[src/rtl/rtc_bus_responder.sv]
// RTC chip model on the multiplexed address/data strobe bus: BCD time/date,
// a BCD countdown timer with a level interrupt, all stepped by a 1 Hz tick.
module rtc_bus_responder #(
   parameter logic [7:0] RESET_DAY   = 8'h01,
   parameter logic [7:0] RESET_MONTH = 8'h01,
   parameter logic [7:0] RESET_YEAR  = 8'h00
) (
   input  logic       clk,
   input  logic       reset,
   input  logic       cs_n,
   input  logic       ad_n,
   input  logic       rd_n,
   input  logic       wr_n,
   input  logic [7:0] ad_in,
   output logic [7:0] ad_out,
   output logic       ad_oe,
   input  logic       tick,
   output logic       irq_n
);

   typedef enum logic [1:0] {IDLE, ADDR, WDATA, RDATA} state_t;

   state_t     state_reg;
   logic [7:0] addr_reg, wdata_reg;
   logic [7:0] sec_reg, min_reg, hour_reg, day_reg, month_reg, year_reg;
   logic [7:0] tsec_reg, tmin_reg, thour_reg;

   logic [7:0] sec_next, min_next, hour_next, day_next;
   logic [7:0] tsec_next, tmin_next, thour_next;
   logic       timer_expire;
   logic       proto_err, wr_commit;
   logic [7:0] rd_data;

   function automatic logic [7:0] bcd_inc(input logic [7:0] v);
      return (v[3:0] == 4'h9) ? {v[7:4] + 4'h1, 4'h0} : v + 8'h01;
   endfunction

   function automatic logic [7:0] bcd_dec(input logic [7:0] v);
      return (v[3:0] == 4'h0) ? {v[7:4] - 4'h1, 4'h9} : v - 8'h01;
   endfunction

   // Tick results are computed from the pre-write values; a committing
   // write then overrides only its own register.
   always_comb begin
      sec_next     = sec_reg;
      min_next     = min_reg;
      hour_next    = hour_reg;
      day_next     = day_reg;
      tsec_next    = tsec_reg;
      tmin_next    = tmin_reg;
      thour_next   = thour_reg;
      timer_expire = 1'b0;
      if (tick) begin
         if (sec_reg >= 8'h59) begin
            sec_next = 8'h00;
            if (min_reg >= 8'h59) begin
               min_next = 8'h00;
               if (hour_reg >= 8'h23) begin
                  hour_next = 8'h00;
                  day_next  = (day_reg >= 8'h31) ? 8'h01 : bcd_inc(day_reg);
               end else begin
                  hour_next = bcd_inc(hour_reg);
               end
            end else begin
               min_next = bcd_inc(min_reg);
            end
         end else begin
            sec_next = bcd_inc(sec_reg);
         end

         if ({thour_reg, tmin_reg, tsec_reg} != 24'h0) begin
            if (tsec_reg != 8'h00) begin
               tsec_next = bcd_dec(tsec_reg);
            end else begin
               tsec_next = 8'h59;
               if (tmin_reg != 8'h00) begin
                  tmin_next = bcd_dec(tmin_reg);
               end else begin
                  tmin_next  = 8'h59;
                  thour_next = bcd_dec(thour_reg);
               end
            end
            timer_expire = ({thour_next, tmin_next, tsec_next} == 24'h0);
         end
      end
   end

   assign proto_err = ~rd_n & ~wr_n;
   assign wr_commit = (state_reg == WDATA) && !proto_err && (cs_n || wr_n);

   always_comb begin
      case (addr_reg)
         8'h21:   rd_data = sec_reg;
         8'h22:   rd_data = min_reg;
         8'h23:   rd_data = hour_reg;
         8'h24:   rd_data = day_reg;
         8'h25:   rd_data = month_reg;
         8'h26:   rd_data = year_reg;
         8'h41:   rd_data = tsec_reg;
         8'h42:   rd_data = tmin_reg;
         8'h43:   rd_data = thour_reg;
         default: rd_data = 8'h00;
      endcase
   end

   always_ff @(posedge clk or negedge reset) begin
      if (!reset) begin
         state_reg <= IDLE;
         addr_reg  <= 8'h00;
         wdata_reg <= 8'h00;
         ad_out    <= 8'h00;
         ad_oe     <= 1'b0;
      end else begin
         case (state_reg)
            IDLE: begin
               if (!cs_n && !proto_err) begin
                  if (!ad_n && !wr_n) begin
                     state_reg <= ADDR;
                     addr_reg  <= ad_in;
                  end else if (ad_n && !wr_n) begin
                     state_reg <= WDATA;
                     wdata_reg <= ad_in;
                  end else if (ad_n && !rd_n) begin
                     state_reg <= RDATA;
                  end
               end
            end
            ADDR: begin
               if (cs_n || wr_n) state_reg <= IDLE;
               else              addr_reg  <= ad_in;
            end
            WDATA: begin
               if (proto_err || cs_n || wr_n) state_reg <= IDLE;
               else                           wdata_reg <= ad_in;
            end
            RDATA: begin
               if (proto_err || cs_n || rd_n) begin
                  ad_oe     <= 1'b0;
                  state_reg <= IDLE;
               end else begin
                  ad_out <= rd_data;
                  ad_oe  <= 1'b1;
               end
            end
            default: state_reg <= IDLE;
         endcase
      end
   end

   always_ff @(posedge clk or negedge reset) begin
      if (!reset) begin
         sec_reg   <= 8'h00;
         min_reg   <= 8'h00;
         hour_reg  <= 8'h00;
         day_reg   <= RESET_DAY;
         month_reg <= RESET_MONTH;
         year_reg  <= RESET_YEAR;
         tsec_reg  <= 8'h00;
         tmin_reg  <= 8'h00;
         thour_reg <= 8'h00;
         irq_n     <= 1'b1;
      end else begin
         sec_reg   <= sec_next;
         min_reg   <= min_next;
         hour_reg  <= hour_next;
         day_reg   <= day_next;
         tsec_reg  <= tsec_next;
         tmin_reg  <= tmin_next;
         thour_reg <= thour_next;
         if (timer_expire) irq_n <= 1'b0;
         if (wr_commit) begin
            case (addr_reg)
               8'h21:   sec_reg   <= wdata_reg;
               8'h22:   min_reg   <= wdata_reg;
               8'h23:   hour_reg  <= wdata_reg;
               8'h24:   day_reg   <= wdata_reg;
               8'h25:   month_reg <= wdata_reg;
               8'h26:   year_reg  <= wdata_reg;
               8'h41:   tsec_reg  <= wdata_reg;
               8'h42:   tmin_reg  <= wdata_reg;
               8'h43:   thour_reg <= wdata_reg;
               default: ;
            endcase
            // Any timer write acknowledges the interrupt, even on an expiry edge.
            if (addr_reg >= 8'h41 && addr_reg <= 8'h43) irq_n <= 1'b1;
         end
      end
   end

endmodule

[config.mk]
export PLATFORM = sky130hd
export DESIGN_NAME = rtc_bus_responder
export DESIGN_NICKNAME = d
export VERILOG_FILES = /design/src/rtl/rtc_bus_responder.sv
export SDC_FILE = /design/constraint.sdc
export NUM_CORES = 1
export LEC_CHECK = 0
export CAP_MARGIN = 20
export CORE_UTILIZATION = 50
export DETAILED_ROUTE_END_ITERATION = 10
export DONT_BUFFER_PORTS = 1
export GPL_TIMING_DRIVEN = 0
export PLACE_DENSITY = 0.66
export SLEW_MARGIN = 15
export SYNTH_ARGS = -nofsm -noshare
export SYNTH_HDL_FRONTEND = slang
export SYNTH_SLANG_ARGS = --single-unit
[constraint.sdc]
create_clock -name clk -period 3.2 [get_ports clk]
set_input_delay 0.16 -clock clk [delete_from_list [all_inputs] [get_ports clk]]
set_output_delay 0.16 -clock clk [all_outputs]
set_load 0.02 [all_outputs]
## Word level (Yosys, flattened, before mapping)

Index checks and enable logic that the tools add are counted.

| operators by class | value |
|---|---|
| $add $sub $neg | 14 |
| order comparisons | 6 |
| eq/ne operators | 26 |
| multiplexer cells | 76 |
| reductions and logical operators | 32 |
| bitwise logic cells | 4 |

Operators by type and width:

| operator | number |
|---|---|
| $mux W8 | 59 |
| $pmux W8 S9 | 1 |
| $eq A8 B6 Y1 const B | 6 |
| $add A8 B1 Y8 const B | 4 |
| $pmux W8 S2 | 2 |
| $eq A8 B7 Y1 const B | 3 |
| $ge A8 B7 Y1 const B | 3 |
| $logic_not A24 Y1 | 1 |
| $reduce_bool A24 Y1 | 1 |
| $sub A8 B1 Y8 const B | 3 |
| $add A4 B1 Y4 const B | 4 |
| $eq A4 B4 Y1 const B | 4 |
| $ge A8 B6 Y1 const B | 2 |
| $ne A2 B2 Y1 const B | 8 |
| $reduce_bool A8 Y1 | 2 |
| $mux W2 | 7 |
| $logic_not A4 Y1 | 3 |
| $sub A4 B1 Y4 const B | 3 |
| $reduce_and A5 Y1 | 2 |
| $le A8 B7 Y1 const B | 1 |
| $pmux W2 S4 | 1 |
| $logic_and A1 B1 Y1 | 7 |
| $mux W1 | 6 |
| $reduce_and A2 Y1 | 3 |
| 11 further kinds | 22 |

| word-level totals | value |
|---|---|
| word-level logic and storage cells | 173 |
| bits in registers | 100 |

## Longest topological paths before layout

| depth | value |
|---|---|
| word-level depth | 12 |
| mapped depth | 10 |
| gate-level depth less buffers | 8 |

## Worst setup path before layout

Ideal clock, no wire load.

| timing | value |
|---|---|
| path kind | flip-flop to flip-flop |
| from | reg thour_reg[0] |
| to | reg tmin_reg[2] |
| data required time | 3.075 ns |
| path buffers | 2 |
| period minus slack after synthesis | 2.300 ns |
| data arrival time | 2.175 ns |
| cell stages (with the launch flop) | 11 |
| library setup time | 0.125 ns |
| setup slack | 0.900 ns |
| cells stage by stage | dfrtp_1 -> clkbuf_1 -> inv_1 -> ha_1 -> buf_2 -> nor4bb_1 -> nand2_1 -> o21ai_2 -> nor3_1 -> mux2_1 -> mux2_2 |

| on the way | value |
|---|---|
| word-level cells in the longest chain between the ends | 5 |

Ends and longest elaborated chain:

| item | RTL line | source |
|---|---|---|
| from (decl) | 26 | `logic [7:0] tsec_reg, tmin_reg, thour_reg;` |
| from (signal assigned) | 169 | `thour_reg <= thour_next;` |
| from (signal assigned) | 181 | `8'h43: thour_reg <= wdata_reg;` |
| $reduce_bool A24 Y1 * | 71 | `if ({thour_reg, tmin_reg, tsec_reg} != 24'h0) begin` |
| $mux W8 * | 71 |  |
| $mux W8 * | 53 | `if (tick) begin` |
| $mux W8 | 172 | `case (addr_reg)` |
| $mux W8 * | 171 | `if (wr_commit) begin` |
| to (signal assigned) | 168 | `tmin_reg <= tmin_next;` |
| to (signal assigned) | 180 | `8'h42: tmin_reg <= wdata_reg;` |
| to (decl) | 26 |  |

Mark *: on every way between the ends. The rest lies on a longest branch, timed or not.
A chain may end at the register's enable or synchronous reset.

## Final worst setup path

Same ends and word-level chain as after synthesis.

==> results.ini <==
[setup_path]
end_kind=flip-flop
crit_fanout=10
crit_family=simple AND/OR/NAND/NOR gates
cpMaxStageDelayCell=dfrtp_1
path_depth=10
critical_path_class=reg -> reg
arrival_ps=2870
cpPeakStageDelay_ps=360
path_cells=clkbuf_1 -> inv_1 -> ha_1 -> buf_2 -> nor4bb_1 -> nand2_1 -> o21ai_2 -> nor3_1 -> mux2_1 -> mux2_2
critPathLaunchType=flip-flop
cp.required_ps=3450
worstRegToRegCells=10
worst-path-buf-inv=3

[power]
irDropWorstVdd_mv=0.4092
powerDensity_nw_per_um2=629.4
p_leak_uw=0.003042

[detailed_routing]
vias_per_cell=6.266
firstDrtPassIters=5
wirelength_um=18910
routedWlPerCell_um=19.94
ant_nets=0
drt_iter0_markers=511
drc=0
vias=5940

[floorplan]
rows=41
die_x_um=115.9
initial_core_util=0.5144
fp.dieH_um=115.9
io_pins=25
coreArea_um2=12620
dieArea_um2=13440

[timing]
worstMarginPinSlew_ps=937.8
finalSetupViolCount=0
fmax_mhz=381.9
period_needed_ps=2618
period_share=0.8182
hold_viol_final=0
fin_worst_skew_ps=10.38
timing.hold.ws_ps=52.62
worst_slack_ps=581.7
max_slew_margin=0.3690
slew_violations=0
rsz0062_at_grt=no
finalSetupTns_ps=0

[synthesis]
synth.largest_area_cell=dfrtp_1
synth_nets=780
syn_avg_cell_area_um2=8.678
synth.area.top_cells=dfrtp_1 37%, nand2_1 4.9%, mux2_2 4.5%, o21ai_0 4.2%, a21oi_1 3.9%
synth_flop_cell=dfrtp_1
yosys_warnings=0
ys_async_sr_fraction=1.000
synthCells=748
synth_edf_count=0
synth.distinct_cells=75
synth-seq-area-share=0.3861
synth.top_cell.area_share=0.3739
ys_ff_latch=100
synthesis.area_um2=6491

[cts]
clk_latency_ps=360
clock_sinks=100
clk_pin_slew_worst_paths_ps=80
cts_tree=yes
cts_buffer_depth=2
cts-resized-gates=0
ctsRootBufferMaster=clkbuf_16
cts_made_buffers=9
cts_htree_levels=3

[status]
status=completed

[place]
gp_congestion=0.9369
dp_slack_ps=598.4
dp.cells=920
io_buffers=0
dp_hpwl_um=13360

[final_layout]
multi_input_comb_area_um2=3682
synthToLayoutAreaGrowth_pct=10.08
layout-drive-gt1-share=0.09665
fillers=1159
layoutNonFillerInstCount=948
seqCellArea_um2=2506
antenna_cells=0
nets=803

[global_routing]
grt_max_degree=101
grt_overflow=0
grt_pass1_vias=5670
antenna_found_initial=0
grt_pass1_wl_um=29640
track_usage=0.2957

[run]
cap_violations=0

[min_path]
hold_path_depth=3
hold_class=in -> reg

==> synthesized netlist by cell type, types with 6 or more instances <==
library cell / count
a22o_1: 7
nand4_1: 7
o21ai_1: 21
xor2_1: 9
and3_1: 7
a31oi_1: 12
ha_1: 17
o31ai_1: 7
nor2_1: 63
nor4_1: 7
nor2b_1: 12
nand3_1: 22
clkbuf_1: 37
mux2_2: 26
a21oi_1: 51
buf_2: 11
nor3_1: 24
inv_1: 23
mux2_1: 8
a22oi_1: 11
dfrtp_1: 97
mux2i_1: 21
a21o_1: 7
a211oi_1: 6
nand2_1: 85
o21ai_0: 54
==> metal layers <==
| metal | wire length (um) | GRT usage | vias up |
|---|---|---|---|
| met5 | 0 | 0 | - |
| met4 | 644 | 0.1282 | 0 |
| met3 | 1579 | 0.07584 | 47 |
| met2 | 8722 | 0.4587 | 240 |
| met1 | 7959 | 0.3906 | 2893 |
| li1 | - | - | 2760 |
==> worst reg2reg max path, stage by stage (launching register included) <==
cell and delay, ps:
dfrtp_1 360, clkbuf_1 200, inv_1 100, ha_1 140
buf_2 210, nor4bb_1 330, nand2_1 240, o21ai_2 290
nor3_1 80, mux2_1 330, mux2_2 260
==> path summary, 6_finish.rpt <==
path / startpoint / to / slack, ps
max: thour_reg[0]$_DFF_PN0_ / tmin_reg[2]$_DFF_PN0_ / 580
min: tick / sec_reg[7]$_DFF_PN0_ / 50
max reg2reg: thour_reg[0]$_DFF_PN0_ / tmin_reg[2]$_DFF_PN0_ / 580
min reg2reg: month_reg[7]$_DFFE_PN0P_ / month_reg[7]$_DFFE_PN0P_ / 490
max in group asynchronous: reset / day_reg[0]$_DFF_PN1_ / 2380
min in group asynchronous: reset / sec_reg[1]$_DFF_PN0_ / 360
==> placed cells by master (no fill, tap or decap), types with 11 or more instances in the layout <==
cell type and count:
mux2_2 26, a31oi_1 12, mux2i_1 21, o21ai_0 54, buf_2 11, clkbuf_1 37, nor3_1 24, a22oi_1 11
o21ai_1 21, inv_1 23, nand2_1 85, a21oi_1 51, nand3_1 22, dlygate4sd3_1 11, nor2_1 63, nor2b_1 12
dfrtp_1 97, ha_1 17
==> where the power goes <==
group,switching [uW],total [uW],internal (uW)
clock,557,1110,553
combinational,951,1540,587
sequential,355,1850,1490
==> cell type report <==
type | instances | area share
Inverter | 24 | 0.01261
Sequential cell | 100 | 0.3507
Tap cell | 172 | 0.03012
Buffer | 51 | 0.02977
Clock buffer | 9 | 0.03152
Clock inverter | 7 | 0.01068
Timing Repair Buffer | 12 | 0.01926
Multi-Input combinational cell | 573 | 0.5153
==> through the flow <==
stage                     total power (uW)  utilization  cell area, um^2
after CTS                             4482       0.5662             7146
after floorplan                       2852            -             6491
after global routing                  4736       0.5662             7146
after detailed placement              3325       0.5314             6706
after global placement                3275       0.5314             6706
final                                 4497       0.5662             7146
==> timing repair <==
| item | 4_1_cts | 5_1_grt |
|---|---|---|
| buffers inserted | 0 | 0 |
| endpoints found under the hold margin | 118 | 0 |
| hold buffers | 12 | 0 |
==> logic make-up after synthesis <==
group / count (synthesis) / share of synthesized area
simple gates: 276 / 0.2234
compound gates: 211 / 0.1987
flops: 100 / 0.3861
buf+inv: 75 / 0.04664
mux: 56 / 0.09483
fa+ha+maj: 17 / 0.03277
xor+xnor: 13 / 0.01754
Note: power is estimated with default switching activity, not from simulation.
